File: src/rtl/spi_regfile_pkg.sv
// Shared constants and FSM state type for the SPI register-file back end.
package spi_regfile_pkg;

    localparam int ADRSIZE_DEF  = 8;
    localparam int DATASIZE_DEF = 32;
    localparam int WRITE_BIT    = ADRSIZE_DEF - 1;

    // Readback word for addresses that decode to no register.
    localparam logic [31:0] BAD_READ = 32'hDEAD_DEAD;

    typedef enum logic [2:0] {
        ST_ARM,
        ST_IDLE,
        ST_LOOKUP,
        ST_WAIT_DATA,
        ST_COMMIT
    } state_t;

endpackage

File: src/rtl/spi_regfile_sync2.sv
// Two-flop level synchronizer for the sclk-domain latch flags.
module sync2 (
    input  logic clock,
    input  logic reset,
    input  logic d,
    output logic q
);

    logic r_meta;
    logic r_sync;

    // Shift the asynchronous level through two flops to settle metastability.
    always_ff @(posedge clock or posedge reset) begin
        if (reset) begin
            r_meta <= 1'b0;
            r_sync <= 1'b0;
        end else begin
            r_meta <= d;
            r_sync <= r_meta;
        end
    end

    assign q = r_sync;

endmodule

File: src/rtl/spi_regfile.sv
// Register file behind the SPI slave: syncs latch flags, decodes the address,
// serves readback data and commits writes to the control registers.
module spi_regfile
    import spi_regfile_pkg::*;
#(
    parameter int ADRSIZE  = ADRSIZE_DEF,
    parameter int DATASIZE = DATASIZE_DEF,
    parameter int NRW      = 8,
    parameter int NRO      = 8
) (
    input  logic                    clock,
    input  logic                    reset,
    input  logic                    adr_latched,
    input  logic                    data_latched,
    input  logic [ADRSIZE-1:0]      adr,
    input  logic [DATASIZE-1:0]     data_out,
    output logic [DATASIZE-1:0]     data_in,
    output logic [NRW*DATASIZE-1:0] ctrl,
    input  logic [NRO*DATASIZE-1:0] status,
    output logic [NRW-1:0]          wr_strobe,
    output logic [7:0]              err_count
);

    logic                w_aSync;
    logic                w_dSync;
    state_t              r_state;
    state_t              w_nextState;
    logic [ADRSIZE-1:0]  r_adrQ;
    logic [1:0]          r_armCnt;
    logic                r_errSeen;
    logic [DATASIZE-1:0] r_dataIn;
    logic [DATASIZE-1:0] r_ctrl [NRW];
    logic [NRW-1:0]      r_wrStrobe;
    logic [7:0]          r_errCount;

    logic [31:0]         w_idx;
    logic                w_isWrite;
    logic                w_isCtrl;
    logic                w_isStatus;
    logic [DATASIZE-1:0] w_readWord;
    logic                w_errEvent;
    logic                w_errInc;
    logic                w_doWrite;

    sync2 u_syncAdr (.clock(clock), .reset(reset), .d(adr_latched),  .q(w_aSync));
    sync2 u_syncDat (.clock(clock), .reset(reset), .d(data_latched), .q(w_dSync));

    assign w_idx      = 32'(r_adrQ[ADRSIZE-2:0]);
    assign w_isWrite  = r_adrQ[ADRSIZE-1];
    assign w_isCtrl   = (w_idx < 32'(NRW));
    assign w_isStatus = !w_isCtrl && (w_idx < 32'(NRW + NRO));
    assign w_doWrite  = (r_state == ST_COMMIT) && w_isWrite && w_isCtrl;

    // Select the readback word for the captured index, defaulting to the bad-read marker.
    always_comb begin
        w_readWord = DATASIZE'(BAD_READ);
        for (int i = 0; i < NRW; i++) begin
            if (w_idx == 32'(i)) w_readWord = r_ctrl[i];
        end
        for (int j = 0; j < NRO; j++) begin
            if (w_idx == 32'(NRW + j)) w_readWord = status[j*DATASIZE +: DATASIZE];
        end
    end

    // Flag the error conditions; only the first one seen in a frame is counted.
    always_comb begin
        w_errEvent = 1'b0;
        if (r_state == ST_LOOKUP && !w_isCtrl && !w_isStatus) w_errEvent = 1'b1;
        if (r_state == ST_WAIT_DATA && !w_dSync && !w_aSync)  w_errEvent = 1'b1;
        if (r_state == ST_COMMIT && w_isWrite && !w_isCtrl)   w_errEvent = 1'b1;
        w_errInc = w_errEvent && !r_errSeen;
    end

    // Next-state logic; ARM waits for the synchronizers to settle before trusting a_s low.
    always_comb begin
        w_nextState = r_state;
        case (r_state)
            ST_ARM:       if (r_armCnt == 2'd2 && !w_aSync) w_nextState = ST_IDLE;
            ST_IDLE:      if (w_aSync) w_nextState = ST_LOOKUP;
            ST_LOOKUP:    w_nextState = ST_WAIT_DATA;
            ST_WAIT_DATA: begin
                if (w_dSync)       w_nextState = ST_COMMIT;
                else if (!w_aSync) w_nextState = ST_IDLE;
            end
            ST_COMMIT:    w_nextState = ST_ARM;
            default:      w_nextState = ST_ARM;
        endcase
    end

    // State register, address capture and the ARM settle counter.
    always_ff @(posedge clock or posedge reset) begin
        if (reset) begin
            r_state  <= ST_ARM;
            r_adrQ   <= '0;
            r_armCnt <= 2'd0;
        end else begin
            r_state <= w_nextState;
            if (r_state == ST_IDLE && w_aSync) r_adrQ <= adr;
            if (r_state != ST_ARM)             r_armCnt <= 2'd0;
            else if (r_armCnt != 2'd2)         r_armCnt <= r_armCnt + 2'd1;
        end
    end

    // Readback load, control register writes and the one-cycle write strobe.
    always_ff @(posedge clock or posedge reset) begin
        if (reset) begin
            r_dataIn   <= '0;
            r_wrStrobe <= '0;
            for (int i = 0; i < NRW; i++) r_ctrl[i] <= '0;
        end else begin
            r_wrStrobe <= '0;
            if (r_state == ST_LOOKUP) r_dataIn <= w_readWord;
            for (int i = 0; i < NRW; i++) begin
                if (w_doWrite && w_idx == 32'(i)) begin
                    r_ctrl[i]     <= data_out;
                    r_wrStrobe[i] <= 1'b1;
                end
            end
        end
    end

    // Saturating error counter with a per-frame guard against double counting.
    always_ff @(posedge clock or posedge reset) begin
        if (reset) begin
            r_errCount <= 8'd0;
            r_errSeen  <= 1'b0;
        end else begin
            if (r_state == ST_IDLE && w_aSync) r_errSeen <= 1'b0;
            else if (w_errInc)                 r_errSeen <= 1'b1;
            if (w_errInc && r_errCount != 8'hFF) r_errCount <= r_errCount + 8'd1;
        end
    end

    genvar g;
    for (g = 0; g < NRW; g++) begin : g_ctrlOut
        assign ctrl[g*DATASIZE +: DATASIZE] = r_ctrl[g];
    end

    assign data_in   = r_dataIn;
    assign wr_strobe = r_wrStrobe;
    assign err_count = r_errCount;

endmodule

File: config.mk
export PLATFORM = sky130hd
export DESIGN_NAME = spi_regfile
export DESIGN_NICKNAME = d
export VERILOG_FILES = /design/src/rtl/spi_regfile_pkg.sv /design/src/rtl/spi_regfile_sync2.sv /design/src/rtl/spi_regfile.sv
export SDC_FILE = /design/constraint.sdc
export NUM_CORES = 1
export LEC_CHECK = 0
export CAP_MARGIN = 40
export CORE_AREA = 4 4 233 235
export CTS_CLUSTER_DIAMETER = 100
export DETAILED_ROUTE_END_ITERATION = 7
export DIE_AREA = 0 0 237 239
export HOLD_SLACK_MARGIN = 0.12
export SYNTH_ARGS = -nofsm -noshare
export SYNTH_HDL_FRONTEND = slang
export SYNTH_HIERARCHICAL = 1
export SYNTH_SLANG_ARGS = --single-unit
export TNS_END_PERCENT = 5
File: constraint.sdc
create_clock -name clock -period 35 [get_ports clock]
set_clock_uncertainty 0.15 [all_clocks]
set_input_delay 7 -clock clock [delete_from_list [all_inputs] [get_ports clock]]
set_output_delay 7 -clock clock [all_outputs]
set_load 0.1 [all_outputs]
==> run summary, run 1 <==
The clock net in this run drives a total of 322 sinks. Traced cell by cell, the critical path runs through clkdlybuf4s50_1 -> inv_8 -> buf_16 -> buf_4 -> buf_16 -> buf_4 -> buf_16 -> buf_4. The most used flip-flop cell after synthesis is dfrtp_1. The power density normalized to cell area was 58.5 nW/um^2. The run gives 52200 sq um as the core box area. Each instance of the synthesized netlist takes up on average 10.7 sq um. Measured along the x axis, the die boundary spans 237 um.

The count of buffers inserted at the top-level ports was 603. The run gives 24540 ps as the worst-case setup slack after placement. The wire length of the first global-routing pass is 149000 um, and the switching portion of total power is 0.467.

After synthesis, the largest family of logic cells by area is multiplexers. The starting DRC count in detailed routing was 1819; the fraction of registers with async set or reset after synthesis was 1.00. CTS placed an instance of clkbuf_16 at the clock tree root. The effective utilization at floorplan is 0.328, and the synthesis-stage register bit count is 322. The number of max-slew violations in the final report was 0. The multiplexer area fraction after synthesis was 0.204.

The tool flagged a number of max-cap violations equal to 0. The first detailed-routing pass took 6 iterations. In this run, synthesis inferred 0 flip-flops with an integrated enable. The tools report the category of the worst setup path capture point as an asynchronous set/reset pin. The cell count after synthesis came out at 1601. The net switching power was 0.873 mW. For this design the top-level I/O count stands at 604. The area fraction in and, or, nand and nor cells after synthesis came out at 0.0935. The tools report the leakage power as 13.4 nW. The smallest setup slack after layout is 25110 ps. In this run the number of H-tree levels came out at 2. The final critical path time including I/O delays and setup is 9890 ps, and the number of cells in the design after placement is 3130. Buffers added to address setup during post-CTS repair amount to 0. The count of fill cells added during filler insertion was 3998; the largest fanout of any net on the critical path was 94.

Setup violations remaining at the end of the flow were counted as 0. For the number of hold violations in the final report, the log shows 0. The layout cell share with drive strength beyond 1 was 0.282.

The combined buffer and inverter count along the critical path was 8. The min-delay analysis places its worst path in the category register to register. For the worst-skew pair, the clock arrives at the later sink with an insertion delay of 560 ps. The worst setup path category was input port to asynchronous set/reset pin. For the number of buffers added by the clock tree synthesis step, the log shows 39. The library cell occupying the most area in the post-synthesis netlist is dfrtp_1. Setup repair after global routing left no endpoint under its margin. The floorplan die height was 239 um.

The master of the slowest instance on the critical path is buf_4. Total cell area at the placement stage: 30600 sq um. For the number of rows in the core area, the log shows 84. The worst-case headroom to the max-slew limit is 0.340, and the delay of the slowest cell on the worst path is 660 ps. The power share of the sequential group came out at 0.246.

The xor and xnor area share after synthesis came out at 0.00409. For the worst setup path, the data required time is 35470 ps. Compound-gate portion of the synthesized area: 0.189. For this run, the number of Yosys warnings is 6. Compared with the post-synthesis result, the final layout area differs by 86.7%. The run gives 32000 sq um as the final instance area. Yosys attributes the largest share of cell area to dfrtp_1 47%, mux2_2 13%, o21ai_0 3.2%. The logs give 17 for the number of antenna violations at the first check in global routing and 0.234 for the portion of total power attributed to the clock network. The category of cells accounting for the largest share of critical-path delay is buffers and inverters. The mapped netlist covers 17100 sq um. The part of the total power dissipated in combinational logic was 0.520; the final instance count without filler cells was 3213.

For the pin with the worst max-slew slack, the measured transition is 987 ps. TritonCTS built the clock tree. Period utilization: 0.283. After detailed routing, the average wire length per cell comes to 32.9 um. The run finished with clean final reports. Entering global routing, the biggest net connects 95 pins. The run gives 0 as the antenna violation net count after detailed routing. The worst setup path is launched from an input port. Number of design rule violations left after detail routing: 0. The maximum VDD drop was 0.0000450 V; the per-cell via count in the routed design was 5.90. For this run, the post-layout net count is 2786.

Routability-driven placement finished with a final weighted congestion of 0.927. Counting distinct cell types in the post-synthesis netlist gives 75. The global-route congestion overflow total is 0.

The number of nets produced by synthesis was 1903. The die area is 56600 sq um, and the post-synthesis share of cell area spent on full adders, half adders and majority gates is 0.00146. The number of resized instances in the post-cts repair step was 0.

The global-route usage over all layers is 0.360, and the share of Yosys cell area claimed by the top area cell type is 0.470. The final route contains 18967 vias. The tools report the maximum operating frequency as 0.101 GHz.

Half-perimeter wire length of the detailed placement result: 77000 um. The final wirelength was 106000 um. The clock-pin slew reported for the worst setup and hold paths after clock tree synthesis is 60 ps, and the count of hold-fix buffers inserted at cts is 0. The run gives 20239 as the number of global-route vias before repair. Internal power comes to 0.999 mW. The logs give 10360 ps for the data arrival time of the critical path and 3 for the buffer depth of the longest clock path. The sequential area share after synthesis was 0.470; the setup TNS was 0 ps.
## metal layers
metal | share of wire | vias up | global-route usage
li1 | - | 7862 | -
met1 | 0.39 | 9528 | 0.461
met2 | 0.47 | 1250 | 0.575
met3 | 0.088 | 317 | 0.0794
met4 | 0.055 | 10 | 0.182
met5 | 0.00056 | - | 0
## final timing paths
| kind | startpoint | end | slack (ps) | depth (start not counted) |
|---|---|---|---|---|
| max | reset | ctrl[216]$_DFFE_PP0P_ | 25110 | 8 |
| min | u_syncDat/r_meta$_DFF_PP0_ | u_syncDat/q$_DFF_PP0_ | 210 | 0 |
| max reg2reg | r_adrQ[1]$_DFFE_PP0P_ | ctrl[224]$_DFFE_PP0P_ | 30280 | 6 |
| min reg2reg | u_syncDat/r_meta$_DFF_PP0_ | u_syncDat/q$_DFF_PP0_ | 210 | 0 |
| max in group clock | ctrl[129]$_DFFE_PP0P_ | ctrl[129] | 25940 | 2 |
| min in group asynchronous | reset | u_syncDat/q$_DFF_PP0_ | 6710 | 2 |
## kinds of logic (layout without fill, tap and decap cells)
group | Yosys count | count (layout)
xor gates and xnor gates | 8 | 8
adders and majority gates | 2 | 2
buffers and inverters | 146 | 1058
AOI/OAI and AO/OA | 488 | 488
other | 0 | 12
muxes | 298 | 298
and+or+nand+nor | 337 | 337
DFF | 322 | 322
## synthesized netlist by cell type (5+ instances only)
cell       count
dfrtp_1      322
mux2_2       196
o21ai_0      111
nor2_1       105
nand2_1      101
a21oi_1       93
clkbuf_1      89
o22ai_1       72
mux2_1        42
mux2_4        30
mux2i_1       25
a221oi_1      24
a22oi_1       24
nand3_1       24
nor3_1        23
a31oi_1       20
nand4_1       20
o211ai_1      19
nand2b_1      16
o221ai_1      16
buf_2         15
buf_1         14
inv_1         13
buf_6         12
a211oi_1      10
o221a_2       10
o31a_1        10
and3_1         8
nor2b_1        8
a22o_1         7
o31ai_1        7
o32ai_1        7
a21o_1         6
nor4_1         6
xnor2_1        6
a32oi_1        5
mux4_2         5
nor3_4         5
o2111ai_1      5
o21a_1         5
## state kept, by name (all words and copies together) (netlist names)
register	cells
ctrl	256
data_in	32
err_count	8
r_adrQ	8
r_armCnt	2
r_errSeen	1
r_state	3
u_syncAdr/q	1
u_syncAdr/r_meta	1
u_syncDat/q	1
u_syncDat/r_meta	1
wr_strobe	8
## power groups by stage
stage | logic [mW] | clock network [mW] | registers, mW
after floorplan | 0.352 | 0 | 0.598
after global placement | 0.838 | 0 | 0.464
after detailed placement | 0.956 | 0 | 0.466
after CTS | 0.960 | 0.444 | 0.459
after global routing | 1.00 | 0.458 | 0.464
final | 0.974 | 0.438 | 0.461
## stage by stage
stage | power [mW] | utilization | hold WS (ps)
after floorplan | 0.950 | - | 181
final | 1.87 | 0.613 | 214
after detailed placement | 1.42 | 0.585 | 190
after CTS | 1.86 | 0.612 | 218
after global placement | 1.30 | 0.458 | 193
after global routing | 1.92 | 0.613 | 226
## layout by cell type, fill, tap and decap left out, drive strengths merged, types with 6 or more instances in the layout
cell             n
o21ai          111
diode           12
o32ai            7
xnor2            6
nor2b            8
dfrtp          322
nor2           106
buf            370
and3             8
a21oi           93
a221oi          24
a21o             6
o221a           10
clkdlybuf4s50  603
o22ai           72
o31ai            7
mux2i           25
nand2b          16
a211oi          10
a22oi           24
a31oi           20
nor3            28
nand3           24
o211ai          19
clkbuf          54
mux2           268
nand4           20
clkinv           6
o221ai          16
a22o             7
nor4             7
o31a            10
inv             17
nand2          102
## worst reg2reg max path, delay by kind of cell, from the launching register on
kind,cells,cell delay [ps]
simple gates,3,1890
buf+inv,2,1320
flops,1,840
mux,1,410
## cell type report
| class | count | area [sq um] | area share |
|---|---|---|---|
| clock inverter | 16 | 235 | 0.00735 |
| timing repair buffer | 973 | 13100 | 0.410 |
| inverter | 15 | 63.8 | 0.00199 |
| multi-input combinational | 1133 | 8490 | 0.265 |
| sequential | 322 | 8070 | 0.252 |
| tap | 688 | 861 | 0.0269 |
| clock buffer | 54 | 1140 | 0.0357 |
| antenna | 12 | 30.0 | 0.000938 |
(Power assumes the default switching activity.)
==> run 2: changes to the inputs <==
clock period = 8.5 ns   (was 35 ns; I/O delays follow)
==> run 2 against run 1 <==
Compared with the run above: count of clock-buffer cells in the layout increased by 3; combinational power increased to 4.1 times the previous value; critical path depth unchanged; design area decreased by 0.57%; clock power increased to 3.8 times the previous value; global-route usage decreased by 0.31 points; hold slack about the same; die area unchanged; setup slack got worse by 21000 ps; via count about the same; sequential share of layout area increased by 0.15 points; register-to-register slack got worse by 27000 ps; largest power group unchanged.
==> run summary, run 2 (same netlist as run 1, synthesis figures left out) <==
The count of nets left with antenna violations once routing finished came out at 0. For hold timing, the worst endpoint is u_syncAdr/q$_DFF_PP0_. The number of hold violations in the final report is 0.

The critical path in this run is classified as register to register. The path class of the tightest hold or removal check is register to register. Measured in cells, the most critical reg-to-reg path has a length of 8. The number of cells in the design after placement is 3124, and the clock latency of the later-clocked register in the worst-skew pair is 570 ps.

The effective utilization at floorplan came out at 0.328. The tools report the number of nets in the finished design as 2779. Setup repair after global routing left no endpoint under its margin. Number of antenna violations at the first check in global routing: 9. The tools report the category of the worst setup path capture point as a register.

The run gives 8 as the first-pass iteration count of the detailed router. The average wire per cell in the routed design works out to 32.9 um. In this run the static leakage power is 13.3 nW.

Once layout is complete, the cells apart from fillers number 3199. Leaving out fill and tap cells, the most frequent cell in the layout is clkdlybuf4s50_1. The run gives 31800 sq um as the final instance area.

The period utilization was 0.557. For the pin with the worst max-slew slack, the measured transition is 999 ps. The first global-routing pass estimated 148000 um of wire.

The number of clock buffers added by TritonCTS is 39. For the share of the core filled with cells, the log shows 0.609. The final route contains 18979 vias. For this run, design rule violations remaining after detail routing come to 0. The run gives 105000 um as the final wirelength. The tools report the nature of the critical path startpoint as a register. For the number of rows in the core area, the log shows 84. The run gives 0.357 as the global-route usage over all layers. Worst-case setup slack after placement: 3840 ps. In this run the worst path has a maximum fanout of 35. After detailed routing, the number of vias per cell comes to 5.93. The tools report the number of max-slew violations in the final report as 0. Across the run, the number of max-cap violations was 0. The register with the most flip-flops in the layout has 256 of them.

Entering global routing, the biggest net connects 104 pins. For this block, the initial DRC count from the detailed router was 1893. In this run, post-CTS repair resized a total of 0 instances.

In this run, post-CTS hold repair placed 0 buffers. The count of buffers inserted at the top-level ports is 603. Floorplan die height: 239 um.

The worst register-to-register path begins at r_adrQ[5]$_DFFE_PP0P_. The worst register-to-register path ends at ctrl[38]$_DFFE_PP0P_. The total overflow left after global routing is 0. The tools report the I/O pin total as 604. The tree is rooted in a clkbuf_16.

The startpoint identified for the worst hold timing path is u_syncAdr/r_meta$_DFF_PP0_. The total power is 7.48 mW, and the final number of setup-violating endpoints is 0. After clock tree synthesis, the setup repair step added 0 buffers.

The CTS sink count was 322. The library cells used most frequently in the layout, excluding fill and tap cells, are 602 x clkdlybuf4s50_1, 319 x dfrtp_1, 196 x mux2_2. TritonCTS built the clock tree. Die area: 56600 sq um. Clock-pin slew reported for the worst setup and hold paths after clock tree synthesis: 60 ps.

Power spread over the standard cell area amounts to 235 nW/um^2. The half-perimeter wire length of the detailed placement result was 77700 um. The filler cells instantiated in the layout total 4028.

From synthesis to final layout, the design area changed by 85.6%. The instance count along the most critical hold path was 0; the worst hold slack after final layout was 214 ps. The clock period could shrink to 4730 ps. No sink is reached through more buffers than the 3 on the longest clock path. The core region is 52200 sq um. The last weighted congestion value of the routability-driven placer is 0.962, and the required time at the endpoint of the critical path is 8790 ps. The maximum VDD drop is 0.000145 V, and the worst-case register-to-register setup slack is 3770 ps. The number of global-route vias before repair was 19978; the layout cell share with drive strength beyond 1 was 0.277. The maximum level of the CTS H-tree came out at 2. From left edge to right edge, the die measures 237 um. The smallest setup slack after layout is 3770 ps. STA puts the critical path data arrival time at 5020 ps.

The worst-case headroom to the max-slew limit was 0.329. The tools report the setup TNS as 0 ps. For this run, the top clock speed supported by timing is 0.211 GHz. The flow ran to the end, and the final reports show no timing, DRC or antenna violations. Once placement finished, the instance area stood at 30600 sq um.
==> run 2: cell types whose count changed in the layout (fill, tap and decap cells not counted), sizes merged <==
| cell | before | now |
|---|---|---|
| clkbuf | 54 | 57 |
| buf | 370 | 364 |
| diode | 12 | 9 |
| inv | 17 | 15 |
| clkdlybuf4s50 | 603 | 602 |
| clkinvlp | 3 | 2 |
| bufinv | 5 | 1 |
==> run 2: worst max path at each step <==
stage	start	end	slack [ps]	cells past startpoint
2_1_floorplan	reset	ctrl[0]$_DFFE_PP0P_	2410	1
3_3_place_gp	r_adrQ[5]$_DFFE_PP0P_	ctrl[166]$_DFFE_PP0P_	3650	7
3_5_place_dp	r_adrQ[5]$_DFFE_PP0P_	ctrl[160]$_DFFE_PP0P_	3840	8
4_1_cts	r_adrQ[5]$_DFFE_PP0P_	ctrl[167]$_DFFE_PP0P_	3830	8
5_1_grt	r_adrQ[5]$_DFFE_PP0P_	ctrl[168]$_DFFE_PP0P_	3770	8
6_report	r_adrQ[5]$_DFFE_PP0P_	ctrl[38]$_DFFE_PP0P_	3770	8
==> run 2: critical path: stages (launching register included) <==
cell and delay, ps:
dfrtp_1 450, nor3_4 430, buf_4 530, nand2_2 470, or4_1 880, nor3_4 670
buf_8 240, buf_4 350, mux2_2 380
==> run 2: final cells by class <==
| type | count | area [sq um] | area share |
|---|---|---|---|
| timing repair buffer | 966 | 13100 | 0.411 |
| multi-input combinational | 1133 | 8490 | 0.267 |
| sequential | 322 | 8070 | 0.254 |
| clock buffer | 57 | 1130 | 0.0357 |
| tap | 688 | 861 | 0.0271 |
| clock inverter | 9 | 95.1 | 0.00299 |
| inverter | 15 | 60.1 | 0.00189 |
| antenna | 9 | 22.5 | 0.000708 |
==> run 2: power breakdown <==
part	switching [mW]	internal, mW	leakage (nW)	total (mW)
Combinational	2.62	1.33	8.55	3.95
Clock	0.692	0.956	0.601	1.65
Sequential	0.213	1.67	4.15	1.88
==> run 2: per-layer routing <==
metal | up-vias | global-route usage | routed length [um]
met5 | - | 0 | 18
met4 | 2 | 0.152 | 5030
met3 | 286 | 0.0866 | 9550
met2 | 1237 | 0.584 | 49700
met1 | 9608 | 0.452 | 41000
li1 | 7846 | - | -
